==> config.mk <==
export PLATFORM = sky130hd
export DESIGN_NAME = run_controller
export DESIGN_NICKNAME = d
export VERILOG_FILES = /design/src/rtl/run_ctrl_pkg.sv /design/src/rtl/sat_counter.sv /design/src/rtl/run_controller.sv
export SDC_FILE = /design/constraint.sdc
export NUM_CORES = 1
export LEC_CHECK = 0
export ABC_CLOCK_PERIOD_IN_PS = 4150
export BUFFER_PORTS_ARGS = -buffer_cell sky130_fd_sc_hd__buf_2
export CELL_PAD_IN_SITES_DETAIL_PLACEMENT = 1
export CELL_PAD_IN_SITES_GLOBAL_PLACEMENT = 2
export CORE_MARGIN = 2
export CORE_UTILIZATION = 35
export DETAILED_ROUTE_END_ITERATION = 6
export PLACE_DENSITY_LB_ADDON = 0.1
export SYNTH_ARGS = -nofsm -noshare
export SYNTH_HDL_FRONTEND = slang
export SYNTH_HIERARCHICAL = 1
export SYNTH_SLANG_ARGS = --single-unit
export TNS_END_PERCENT = 100
==> constraint.sdc <==
create_clock -name clk -period 4.15 [get_ports clk]
set_clock_uncertainty 0.1 [all_clocks]
set_input_delay 0.415 -clock clk [delete_from_list [all_inputs] [get_ports clk]]
set_output_delay 0.415 -clock clk [all_outputs]
set_load 0.01 [all_outputs]
==> src/rtl/run_ctrl_pkg.sv <==
`timescale 1ns/1ps
// Shared encodings for the run controller: FSM states, run modes and
// the end-of-run cause reported on why.
package run_ctrl_pkg;

   typedef enum logic [1:0] {
      ST_IDLE = 2'd0,
      ST_RUN  = 2'd1,
      ST_STEP = 2'd2,
      ST_DONE = 2'd3
   } state_t;

   typedef enum logic [1:0] {
      WHY_HALT    = 2'd0,
      WHY_STOP    = 2'd1,
      WHY_BUDGET  = 2'd2,
      WHY_TIMEOUT = 2'd3
   } why_t;

   localparam logic [1:0] MODE_FREE = 2'b00;
   localparam logic [1:0] MODE_STEP = 2'b01;
   localparam logic [1:0] MODE_RUNN = 2'b10;

endpackage

==> src/rtl/sat_counter.sv <==
`timescale 1ns/1ps
// Saturating up-counter with synchronous clear; exposes the value it
// would take on the next increment so callers can compare ahead.
module sat_counter #(
   parameter int W = 16
) (
   input  logic         clk,
   input  logic         rst,
   input  logic         clear,
   input  logic         inc,
   output logic [W-1:0] count,
   output logic [W-1:0] next,
   output logic         at_max
);

   logic [W-1:0] cnt_q;
   logic [W-1:0] cnt_d;

   assign count  = cnt_q;
   assign at_max = &cnt_q;
   assign next   = at_max ? cnt_q : cnt_q + 1'b1;

   always_comb begin
      cnt_d = cnt_q;
      if (clear) begin
         cnt_d = '0;
      end else if (inc) begin
         cnt_d = next;
      end
   end

   always_ff @(posedge clk or posedge rst) begin
      if (rst) begin
         cnt_q <= '0;
      end else begin
         cnt_q <= cnt_d;
      end
   end

endmodule

==> src/rtl/run_controller.sv <==
`timescale 1ns/1ps
// Run control between bench and core: gates en in free-run, step and
// run-N modes, counts enabled cycles and records why the run ended.
module run_controller #(
   parameter int CC_WIDTH = 16,
   parameter int MODE_W   = 2
) (
   input  logic                clk,
   input  logic                rst,
   input  logic                start,
   input  logic                stop,
   input  logic                step,
   input  logic [MODE_W-1:0]   mode,
   input  logic [CC_WIDTH-1:0] run_len,
   input  logic [CC_WIDTH-1:0] timeout_lim,
   input  logic                halt,
   output logic                en,
   output logic [CC_WIDTH-1:0] cc,
   output logic [1:0]          state,
   output logic                done,
   output logic [1:0]          why
);

   import run_ctrl_pkg::*;

   state_t              state_q, state_d;
   logic                en_q, en_d;
   logic                done_q, done_d;
   logic [1:0]          why_q, why_d;
   logic [MODE_W-1:0]   mode_q, mode_d;
   logic [CC_WIDTH-1:0] run_len_q, run_len_d;
   logic [CC_WIDTH-1:0] tlim_q, tlim_d;

   logic [CC_WIDTH-1:0] cc_cnt;
   logic [CC_WIDTH-1:0] cc_nxt;
   logic                cc_max;

   logic start_ok;
   logic step_in;
   logic zero_budget;
   logic runn_q;
   logic hit_timeout;
   logic hit_budget;
   logic ending;
   why_t cause;

   assign start_ok    = start &&
                        (state_q == ST_IDLE || state_q == ST_DONE);
   assign step_in     = (mode == MODE_W'(MODE_STEP));
   assign zero_budget = (mode == MODE_W'(MODE_RUNN)) &&
                        (run_len == '0);
   assign runn_q      = (mode_q == MODE_W'(MODE_RUNN));

   // A zero limit still ends the run once cc would pin at all-ones.
   assign hit_timeout = (tlim_q != '0) ? (cc_nxt == tlim_q)
                                       : (cc_max | (&cc_nxt));
   assign hit_budget  = runn_q && (cc_nxt == run_len_q);

   sat_counter #(.W(CC_WIDTH)) u_cc (
      .clk    (clk),
      .rst    (rst),
      .clear  (start_ok),
      .inc    (en_q),
      .count  (cc_cnt),
      .next   (cc_nxt),
      .at_max (cc_max)
   );

   always_comb begin
      ending = 1'b0;
      cause  = WHY_HALT;
      if (en_q) begin
         if (halt) begin
            ending = 1'b1;
            cause  = WHY_HALT;
         end else if (stop) begin
            ending = 1'b1;
            cause  = WHY_STOP;
         end else if (hit_timeout) begin
            ending = 1'b1;
            cause  = WHY_TIMEOUT;
         end else if (state_q == ST_RUN && hit_budget) begin
            ending = 1'b1;
            cause  = WHY_BUDGET;
         end
      end else if (state_q == ST_STEP && stop) begin
         ending = 1'b1;
         cause  = WHY_STOP;
      end
   end

   always_ff @(posedge clk or posedge rst) begin
      if (rst) begin
         state_q <= ST_IDLE;
      end else begin
         state_q <= state_d;
      end
   end

   always_comb begin
      state_d = state_q;
      unique case (state_q)
         ST_IDLE, ST_DONE: begin
            if (start) begin
               if (step_in) begin
                  state_d = ST_STEP;
               end else if (zero_budget) begin
                  state_d = ST_DONE;
               end else begin
                  state_d = ST_RUN;
               end
            end
         end
         ST_RUN, ST_STEP: begin
            if (ending) begin
               state_d = ST_DONE;
            end
         end
         default: state_d = ST_IDLE;
      endcase
   end

   always_comb begin
      mode_d    = mode_q;
      run_len_d = run_len_q;
      tlim_d    = tlim_q;
      why_d     = why_q;
      done_d    = (state_d == ST_DONE);
      if (start_ok) begin
         mode_d    = mode;
         run_len_d = run_len;
         tlim_d    = timeout_lim;
         why_d     = zero_budget ? WHY_BUDGET : WHY_HALT;
      end else if (ending) begin
         why_d = cause;
      end
      // One-cycle pulse per step; a step seen while en is high is dropped.
      en_d = (state_d == ST_RUN) ||
             (state_q == ST_STEP && state_d == ST_STEP &&
              !en_q && step);
   end

   always_ff @(posedge clk or posedge rst) begin
      if (rst) begin
         en_q      <= 1'b0;
         done_q    <= 1'b0;
         why_q     <= '0;
         mode_q    <= '0;
         run_len_q <= '0;
         tlim_q    <= '0;
      end else begin
         en_q      <= en_d;
         done_q    <= done_d;
         why_q     <= why_d;
         mode_q    <= mode_d;
         run_len_q <= run_len_d;
         tlim_q    <= tlim_d;
      end
   end

   assign en    = en_q;
   assign cc    = cc_cnt;
   assign state = state_q;
   assign done  = done_q;
   assign why   = why_q;

endmodule

==> results.json <==
{
  "status": "finished clean",
  "cts_buffer_depth": 2,
  "synth_fp_nets": 367,
  "fin_crit_ns": 3.69,
  "grt_pass1_wl_um": 15500,
  "worstPathArrival_ns": 3.81,
  "r2r_cells": 11,
  "critical_path_depth": 11,
  "synth-edff-count": 0,
  "start_kind": "register",
  "p_sw_share_pct": 38.5,
  "core-area_sq_um": 9280,
  "grt_pass1_vias": 2836,
  "slew_headroom_pct": 35.0,
  "area_growth_syn_to_layout_pct": 16.3,
  "crit_start": "u_cc/count[0]$_DFFE_PP0P_",
  "syn_area_per_cell_sq_um": 10.4,
  "die_y_um": 102,
  "clock-sinks": 56,
  "crit_slowest_cell": "or4_4",
  "holdBufCountCts": 0,
  "start_util_pct": 36.3,
  "synth-seq-cells": 56,
  "drtIter0Drc": 60,
  "ios": 62,
  "r2r_setup_slack_ns": 0.46,
  "yosys.cell_types.count": 56,
  "postCtsSetupRepairBufs": 0,
  "hpwlAfterDp_um": 7140,
  "endpoint_kind": "register",
  "yosys.area.top_type": "dfrtp_1",
  "cpPeakStageDelay_ns": 0.64,
  "ir_worst_vdd_mv": 0.311,
  "drv_slew": 0,
  "syn_area_sq_um": 3370,
  "finalHoldViolations": 0,
  "worst_pin_slew_ns": 0.962,
  "drive_above_1_share_pct": 33.9,
  "critPathBufInv": 0,
  "fin_crit_sh_pct": 89.0,
  "timing.hold.ws_ns": 0.0910,
  "gp_congestion": 0.848,
  "die_width_um": 102,
  "dp_slack_ns": 0.444,
  "p_leak_nw": 1.75,
  "required_ns": 4.27,
  "antenna_left": 0,
  "port_buffers": 61,
  "synth_most_common_cell": "dfrtp_1",
  "grt_max_degree": 53,
  "setup_viol_count_final": 0,
  "root_buffer": "clkbuf_8",
  "cts-htree-levels": 2,
  "cts_resized": 0,
  "grt_overflow_total": 0,
  "seqPwrFrac_pct": 42.8,
  "seq_area_frac_synth_pct": 41.6,
  "antenna_found_initial": 0,
  "worstSetupPathType": "register to register",
  "clock_latency_ns": 0.32,
  "reg2reg_from": "u_cc/count[0]$_DFFE_PP0P_",
  "fin_ws_ns": 0.458,
  "rr_endpoint": "en$_DFF_PP0_",
  "num_rows": 35,
  "cp_top_family": "simple AND/OR/NAND/NOR gates",
  "clk_pin_slew_worst_paths_ns": 0.11,
  "yosys-top-cells-area": "dfrtp_1, mux2_2, xor2_1, nor4_1, a21oi_1",
  "maxCapViolCount": 0,
  "async_flop_share_pct": 100,
  "synth_top_area_share_pct": 41.6,
  "vias": 2702,
  "cts_tree": "built",
  "holdCritPathClass": "primary input to async pin",
  "combinationalPowerShare_pct": 40.5,
  "ys.flop_type": "dfrtp_1",
  "crit_end": "en$_DFF_PP0_",
  "p_clk_share_pct": 16.7,
  "die_area_sq_um": 10400,
  "final_core_util_pct": 42.2,
  "diodes": 0,
  "fin_tns_setup_ns": 0,
  "yosys_warnings": 6,
  "rsz0062_at_grt": "no",
  "p_int_mw": 1.40,
  "max_freq_ghz": 0.271,
  "p_sw_uw": 874,
  "nets": 428,
  "postSynthCellCount": 324,
  "via_per_inst": 5.25,
  "cts_made_buffers": 5,
  "synth_commonest_cells": "dfrtp_1, mux2_2, xor2_1",
  "grt_use_total_pct": 19.4,
  "wl_um": 9280,
  "firstDrtPassIters": 4,
  "critPathMaxFanout": 8,
  "power_density_nw_per_um2": 579,
  "path_cells": "ha_1, nand4_4, or4_4, and2_1, o21ai_0, xor2_1, nor4_2, nand4_1, a21oi_2, o22ai_2, a22o_1",
  "routedWlPerCell_um": 18.0,
  "drc": 0,
  "total_power_mw": 2.27
}
placed cells by master, fill, tap and decap left out, types with 2 or more instances in the layout:
cell	count
nor4_2	4
dfrtp_1	56
buf_4	7
nor2b_1	3
xnor2_1	6
or3_1	4
ha_1	3
xor2_1	36
or4_1	6
o21a_1	2
mux2_2	36
a31oi_1	3
nand3_1	10
buf_2	61
nor4b_1	3
inv_1	8
o21ai_1	2
mux2i_1	3
a21oi_2	2
or2_2	2
clkbuf_8	5
nand2_1	15
clkinv_4	3
nor4_1	14
o31ai_1	4
and2_1	3
nor3_1	7
o21ai_0	7
nand4_1	11
nor2_1	19
a21oi_1	17
worst min-delay path by stage:
stage | slack (ns) | end | startpoint
after global routing | 0.14 | u_cc/count[13]$_DFFE_PP0P_ | rst
after detailed placement | 0.40 | mode_q[0]$_DFFE_PP0P_ | mode_q[0]$_DFFE_PP0P_
after CTS | 0.12 | u_cc/count[12]$_DFFE_PP0P_ | rst
after global placement | 0.39 | mode_q[1]$_DFFE_PP0P_ | mode_q[1]$_DFFE_PP0P_
final | 0.09 | u_cc/count[15]$_DFFE_PP0P_ | rst
after floorplan | 0.23 | u_cc/count[0]$_DFFE_PP0P_ | rst
layer usage:
layer  GRT usage [%]  routed length, um
met4            3.69                 87
met2            34.0               4720
met3            2.74                245
met5               0                  0
met1            25.6               4220
final cells by class:
class,instances,area (sq um)
repair buffers,68,358
flip-flops and latches,56,1400
clock inverters,3,47.5
clock buffers,5,68.8
multi-input cells,244,1840
inverters,10,45.0
fillers,1108,5360
well taps,129,161
power by group through the flow:
stage / Combinational [mW] / Sequential, mW / Clock, mW
6_report: 0.919 / 0.971 / 0.379
5_1_grt: 1.02 / 1.01 / 0.416
4_1_cts: 0.938 / 0.976 / 0.388
3_5_place_dp: 0.934 / 0.988 / 0
3_3_place_gp: 0.920 / 0.982 / 0
2_1_floorplan: 0.715 / 0.930 / 0
flip-flops by register name, summed over array words and instances, names as in the netlist:
name and flops:
state 2, tlim_q 16, done 1, mode_q 2
u_cc/count 16, why 2, run_len_q 16, en 1
stage by stage:
stage | cell area (sq um) | std cells
final | 3920 | 515
after global routing | 3920 | 515
after CTS | 3920 | 515
after detailed placement | 3800 | 507
after global placement | 3800 | 507
after floorplan | 3370 | 324
cell families after synthesis:
kind of cell	after synthesis	share of synthesized area, %
and+or+nand+nor	110	19.4
DFF	56	41.6
AOI/OAI and AO/OA	49	9.54
xor gates and xnor gates	42	10.9
muxes	40	13.6
buffers and inverters	24	3.90
adders and majority gates	3	1.11
(Power assumes the default switching activity.)
